`src/rtl/ges_pkg.sv`:
```
// rtl/ges_pkg.sv - shared types and constants for the gesture I2C arbiter
// Purpose: FSM state encoding, PAJ7620 device address, 50 MHz timing defaults
//          and a counter-width helper used by the arbiter.
// Ports:   none (package).
package ges_pkg;

    typedef enum logic [1:0] {
        ST_IDLE  = 2'd0,
        ST_ISSUE = 2'd1,
        ST_WAIT  = 2'd2,
        ST_GAP   = 2'd3
    } ges_state_t;

    localparam logic [7:0] PAJ7620_ADDR = 8'h73;

    // 20 ms watchdog and 5 us bus-free gap at 50 MHz
    localparam int DEF_TIMEOUT  = 1_000_000;
    localparam int DEF_BUS_FREE = 250;

    // Width of a counter that must hold 0..n-1; never narrower than 1 bit
    function automatic int cnt_w(input int n);
        return (n > 1) ? $clog2(n) : 1;
    endfunction

endpackage

```
`src/rtl/ges_rr_pick.sv`:
```
// rtl/ges_rr_pick.sv - combinational round-robin winner select
// Purpose: picks the first asserted request at an index above the last winner,
//          wrapping around; the last winner itself is considered last.
// Ports:   i_req  - request vector
//          i_last - index of the previous winner
//          o_win  - one-hot winner (all zero when no request)
module ges_rr_pick
    import ges_pkg::*;
#(
    parameter int NUM_REQ = 3,
    localparam int IW = cnt_w(NUM_REQ)
) (
    input  logic [NUM_REQ-1:0] i_req,
    input  logic [IW-1:0]      i_last,
    output logic [NUM_REQ-1:0] o_win
);

    int w_idx;

    // Scan from the farthest offset down so the nearest request overwrites
    always_comb begin
        o_win = '0;
        w_idx = 0;
        for (int off = NUM_REQ; off >= 1; off--) begin
            w_idx = (int'(i_last) + off) % NUM_REQ;
            if (i_req[w_idx]) begin
                o_win        = '0;
                o_win[w_idx] = 1'b1;
            end
        end
    end

endmodule

```
`src/rtl/ges_i2c_arb.sv`:
```
// rtl/ges_i2c_arb.sv - arbiter sharing one I2C master between requesters
// Purpose: grants one requester at a time, issues one byte transaction to the
//          I2C master, watches for a hung master and enforces a bus-free gap.
// Ports:   i_sys_clk, i_sys_rst_n         - clock, async active-low reset
//          i_req, i_cmd_rw                - per-requester request / read flag
//          i_cmd_addr, i_cmd_wdata        - per-requester byte slices [8i+7:8i]
//          o_gnt, o_done, o_err           - one-hot grant, completion, timeout
//          o_rdata                        - last read byte
//          o_m_start/o_m_rw/o_m_addr/o_m_wdata - command to the I2C master
//          i_m_done, i_m_rdata            - completion and read byte from master
module ges_i2c_arb
    import ges_pkg::*;
#(
    parameter int NUM_REQ  = 3,
    parameter int TIMEOUT  = DEF_TIMEOUT,
    parameter int BUS_FREE = DEF_BUS_FREE,
    parameter bit PRIO0    = 1'b1
) (
    input  logic                   i_sys_clk,
    input  logic                   i_sys_rst_n,
    input  logic [NUM_REQ-1:0]     i_req,
    input  logic [NUM_REQ-1:0]     i_cmd_rw,
    input  logic [8*NUM_REQ-1:0]   i_cmd_addr,
    input  logic [8*NUM_REQ-1:0]   i_cmd_wdata,
    output logic [NUM_REQ-1:0]     o_gnt,
    output logic [NUM_REQ-1:0]     o_done,
    output logic [NUM_REQ-1:0]     o_err,
    output logic [7:0]             o_rdata,
    output logic                   o_m_start,
    output logic                   o_m_rw,
    output logic [7:0]             o_m_addr,
    output logic [7:0]             o_m_wdata,
    input  logic                   i_m_done,
    input  logic [7:0]             i_m_rdata
);

    localparam int IW = cnt_w(NUM_REQ);
    localparam int TW = cnt_w(TIMEOUT);
    localparam int BW = cnt_w(BUS_FREE);
    localparam logic [TW-1:0] TMO_LAST = TW'(TIMEOUT - 1);
    localparam logic [BW-1:0] GAP_LAST = BW'(BUS_FREE - 1);

    ges_state_t           r_state;
    logic [IW-1:0]        r_rr;
    logic [TW-1:0]        r_tmo_cnt;
    logic [BW-1:0]        r_gap_cnt;
    logic [NUM_REQ-1:0]   r_gnt;
    logic [NUM_REQ-1:0]   r_done;
    logic [NUM_REQ-1:0]   r_err;
    logic [7:0]           r_rdata;
    logic                 r_m_start;
    logic                 r_m_rw;
    logic [7:0]           r_m_addr;
    logic [7:0]           r_m_wdata;

    logic [NUM_REQ-1:0]   w_rr_win;
    logic [NUM_REQ-1:0]   w_win;
    logic [IW-1:0]        w_win_idx;

    ges_rr_pick #(
        .NUM_REQ (NUM_REQ)
    ) u_pick (
        .i_req   (i_req),
        .i_last  (r_rr),
        .o_win   (w_rr_win)
    );

    // Requester 0 (boot-time config) may bypass round-robin entirely
    always_comb begin
        w_win = w_rr_win;
        if (PRIO0 && i_req[0]) begin
            w_win    = '0;
            w_win[0] = 1'b1;
        end
    end

    always_comb begin
        w_win_idx = '0;
        for (int i = 0; i < NUM_REQ; i++) begin
            if (w_win[i]) begin
                w_win_idx = IW'(i);
            end
        end
    end

    always_ff @(posedge i_sys_clk or negedge i_sys_rst_n) begin
        if (!i_sys_rst_n) begin
            r_state   <= ST_IDLE;
            r_rr      <= '0;
            r_tmo_cnt <= '0;
            r_gap_cnt <= '0;
            r_gnt     <= '0;
            r_done    <= '0;
            r_err     <= '0;
            r_rdata   <= '0;
            r_m_start <= 1'b0;
            r_m_rw    <= 1'b0;
            r_m_addr  <= '0;
            r_m_wdata <= '0;
        end else begin
            // Pulses default low; each is raised for exactly one cycle below
            r_done    <= '0;
            r_err     <= '0;
            r_m_start <= 1'b0;
            case (r_state)
                ST_IDLE: begin
                    if (|i_req) begin
                        r_state   <= ST_ISSUE;
                        r_gnt     <= w_win;
                        r_rr      <= w_win_idx;
                        r_m_start <= 1'b1;
                        r_m_rw    <= i_cmd_rw[w_win_idx];
                        r_m_addr  <= i_cmd_addr[{w_win_idx, 3'b000} +: 8];
                        r_m_wdata <= i_cmd_wdata[{w_win_idx, 3'b000} +: 8];
                    end
                end
                ST_ISSUE: begin
                    r_state   <= ST_WAIT;
                    r_tmo_cnt <= '0;
                end
                ST_WAIT: begin
                    // A completion on the final watchdog cycle still counts as done
                    if (i_m_done) begin
                        r_done    <= r_gnt;
                        if (r_m_rw) begin
                            r_rdata <= i_m_rdata;
                        end
                        r_gnt     <= '0;
                        r_gap_cnt <= '0;
                        r_state   <= ST_GAP;
                    end else if (r_tmo_cnt == TMO_LAST) begin
                        r_err     <= r_gnt;
                        r_gnt     <= '0;
                        r_gap_cnt <= '0;
                        r_state   <= ST_GAP;
                    end else begin
                        r_tmo_cnt <= r_tmo_cnt + 1'b1;
                    end
                end
                ST_GAP: begin
                    if (r_gap_cnt == GAP_LAST) begin
                        r_state <= ST_IDLE;
                    end else begin
                        r_gap_cnt <= r_gap_cnt + 1'b1;
                    end
                end
                default: r_state <= ST_IDLE;
            endcase
        end
    end

    assign o_gnt     = r_gnt;
    assign o_done    = r_done;
    assign o_err     = r_err;
    assign o_rdata   = r_rdata;
    assign o_m_start = r_m_start;
    assign o_m_rw    = r_m_rw;
    assign o_m_addr  = r_m_addr;
    assign o_m_wdata = r_m_wdata;

endmodule

```
`config.mk`:
```
export PLATFORM = sky130hd
export DESIGN_NAME = ges_i2c_arb
export DESIGN_NICKNAME = d
export VERILOG_FILES = /design/src/rtl/ges_pkg.sv /design/src/rtl/ges_rr_pick.sv /design/src/rtl/ges_i2c_arb.sv
export SDC_FILE = /design/constraint.sdc
export NUM_CORES = 1
export LEC_CHECK = 0
export ABC_AREA = 1
export ABC_CLOCK_PERIOD_IN_PS = 5400
export BUFFER_PORTS_ARGS = -buffer_cell sky130_fd_sc_hd__buf_2
export CELL_PAD_IN_SITES_DETAIL_PLACEMENT = 1
export CELL_PAD_IN_SITES_GLOBAL_PLACEMENT = 2
export CORE_UTILIZATION = 32
export DETAILED_ROUTE_END_ITERATION = 6
export PLACE_DENSITY = 0.9
export RECOVER_POWER = 50
export REMOVE_ABC_BUFFERS = 1
export SYNTH_ARGS = -nofsm -noshare
export SYNTH_HDL_FRONTEND = slang
export SYNTH_SLANG_ARGS = --single-unit
```
`constraint.sdc`:
```
create_clock -name i_sys_clk -period 5.4 [get_ports i_sys_clk]
set_input_delay 1.35 -clock i_sys_clk [delete_from_list [all_inputs] [get_ports i_sys_clk]]
set_output_delay 1.35 -clock i_sys_clk [all_outputs]
set_load 0.01 [all_outputs]
```
==> impl_results.md <==
- Element type at the critical path end: async pin
- Worst slew margin: -57.0%
- Die height: 116 um
- Cts repair resizes: 0
- Ant diodes: 0
- Setup slack, reg-to-reg: 2.51 ns
- Path length in cells of the critical path: 2
- Drt total wl: 12.4 mm
- Syn Area/Cell: 7.06 sq um
- Multi-input gate area: 0.00204 sq mm
- Area fraction of the dominant cell type after synthesis: 40.1%
- Compound-cell area share of the yosys netlist: 4.43%
- Count of unique library cells instantiated by Yosys: 32
- Gate Count Post-Synth: 592
- Clock Skew: 0.00807 ns
- Routed Antenna Nets: 0
- DP HPWL: 9.33 mm
- Crit path largest cell delay: 1.65 ns
- #FFs+latches synth: 67
- Final period utilization: 57.5%
- Global-route wire length before repair: 21.3 mm
- End of the worst hold path: o_rdata[5]
- Worst flop-to-flop path endpoint: r_tmo_cnt[0]
- Hold buffer count at CTS: 0
- Worst Tran Pin Value: 2.35 ns
- Power per cell area: 481 mW/mm^2
- Layout cell share with drive strength beyond 1: 16.0%
- Worst Hold Slack: 0.499 ns
- Clk pin slew, worst setup/hold paths: 0.06 ns
- DRC: 0
- Data arrival, critical path: 3.60 ns
- Register area: 0.00168 sq mm
- Row count: 41
- H-Tree Depth: 3
- Hold Crit Class: reg -> reg
- Clock buffer count from CTS: 9
- Synth-to-Final Area Change: 21.4%
- Max Fclk: 0.322 GHz
- RSZ-0062 raised after global routing: false
- Failing checks: capacitance limit, slew limit
- CP Class: in -> async
- Clock sink total: 67
- Pleak: 0.00261 uW
- Mux cell area share after synthesis: 2.16%
- Most common cell after layout, fill and taps aside: nand2_1
- Yosys top cell by area: dfrtp_1
- Post-Synth Adder-Cell Area: 3.59%
- Vias per cell: 4.73
- Pins Over Slew Limit: 43
- Routed len/inst: 14.4 um
- Initial DRC Count: 139
- Largest net degree at the start of global routing: 43
- CTS tree: built
- Max FO, Critical Path: 42
- Placer congestion estimate: 0.858
- Hold depth: 1
- Max VDD drop: 0.179 mV
- Critical path launch point type: input port
- DIE WIDTH: 116 um
- Net count, final: 764
- Critical-path top delay cell: clkbuf_1
- Core area: 0.0127 sq mm
- Starting Density: 33.0%
- Hold_sp: o_rdata[5]
- Initial antenna violation count: 1
- GR Overflow Total: 0
- Largest family of logic cells by synthesized area: simple AND/OR/NAND/NOR gates
- Clk Tree Root Cell: clkbuf_16
- Post-synth EDFFs: 0
- Detailed Routing Iterations Pass 1: 4
- Die area: 0.0135 sq mm
- Tmin final: 3.11 ns
- Synth Area in Simple Gates: 36.2%
- Post-synthesis cell area: 0.00418 sq mm
- WP buf/inv: 2
- GRT Overall Usage: 20.6%
- I/O Buffers: 99
- Setup violations, final: 0
- Worst-Skew Late Latency: 0.35 ns
- WP data required: 5.90 ns
- Setup_tns: 0 ns
- Ys flop type: dfrtp_1
- R2R depth: 9
- Worst path cell trace: clkbuf_1, buf_4
- Seq/Total Area, Yosys: 40.1%
- Vias in the first global route: 4393
- Worst r2r src: r_state[0]
- Top delay family on crit path: buffers and inverters
- Outcome: complete, but fails checks
- Most frequent cells in the layout: nand2_1 (182), inv_1 (89), nand3_1 (88), dfrtp_1 (67), buf_2 (63)
- Post-synthesis xor/xnor area fraction: 2.51%
- # Post-CTS Setup Buffers: 0
- MaxCap Viol Count: 1
- FILL cells: 1671
- Yosys warns: 0
- Fin. Hold Viols: 0
- IO Pins: 100
- Vias: 4084
- Synth area leaders: dfrtp_1 (40%), nand2_1 (16%), nand3_1 (11%)
- Async SR Flop Fraction: 100%
- Longest Clk Path Bufs: 2
==> through the flow <==
stage          utilization (%)  setup slack [ns]  area, sq um  std cells  power, uW
2_1_floorplan                -              2.92         4080        576       1430
3_3_place_gp              37.9              2.42         4800        848       1800
3_5_place_dp              37.9              2.32         4800        848       1850
4_1_cts                   40.4              2.43         5120        864       2510
5_1_grt                   40.0              1.74         5070        864       2640
6_report                  40.0              2.29         5070        864       2440
==> synth_stat cells, drive strengths merged (3+ instances only) <==
cell type,count
nand2,188
inv,95
nand3,89
dfrtp,67
nor2,40
o21ai,32
buf,12
ha,12
nor3,10
nand4,9
xor2,9
mux2,8
or2,6
clkbuf,4
xnor2,3
==> registers in the layout (all words and copies together), names as in the netlist, 3 cells and up <==
| register | count |
|---|---|
| o_done | 3 |
| o_err | 3 |
| o_gnt | 3 |
| o_m_addr | 8 |
| o_m_wdata | 8 |
| o_rdata | 8 |
| r_gap_cnt | 8 |
| r_tmo_cnt | 20 |
==> power by group <==
part | internal, uW | leakage (uW) | switching (uW)
registers | 645 | 0.000880 | 107
clock network | 403 | 0.000156 | 234
logic | 312 | 0.00157 | 738
==> metal layers <==
layer / routed length (um) / global-route usage, %
met5: 10 / 0
met4: 210 / 6.84
met3: 627 / 6.23
met2: 6200 / 36.3
met1: 5400 / 23.7
==> cell families after synthesis <==
group / count (synthesis)
buffers and inverters: 112
multiplexers: 8
AND/OR/NAND/NOR: 345
flip-flops: 67
adder cells (fa/ha/maj): 12
AO/OA/AOI/OAI: 36
XOR/XNOR: 12
==> area by class of cell <==
class                      instances  area share [%]
timing repair buffer             100            9.03
sequential                        67            33.1
clock inverter                     7            1.80
tap                              172            4.24
inverter                          96            7.13
multi-input combinational        413            40.3
clock buffer                       9            4.44
==> how the worst max path moves through the flow <==
stage,slack [ns],start,endpoint
finish,2.29,i_sys_rst_n,o_rdata[3]
global placement,2.42,i_req[1],o_m_wdata[6]
detailed placement,2.32,i_req[0],o_m_addr[2]
CTS,2.43,r_state[0],r_tmo_cnt[0]
global route,1.74,i_sys_rst_n,r_tmo_cnt[15]
floorplan,2.92,i_req[1],o_m_addr[6]
(Power assumes the default switching activity.)
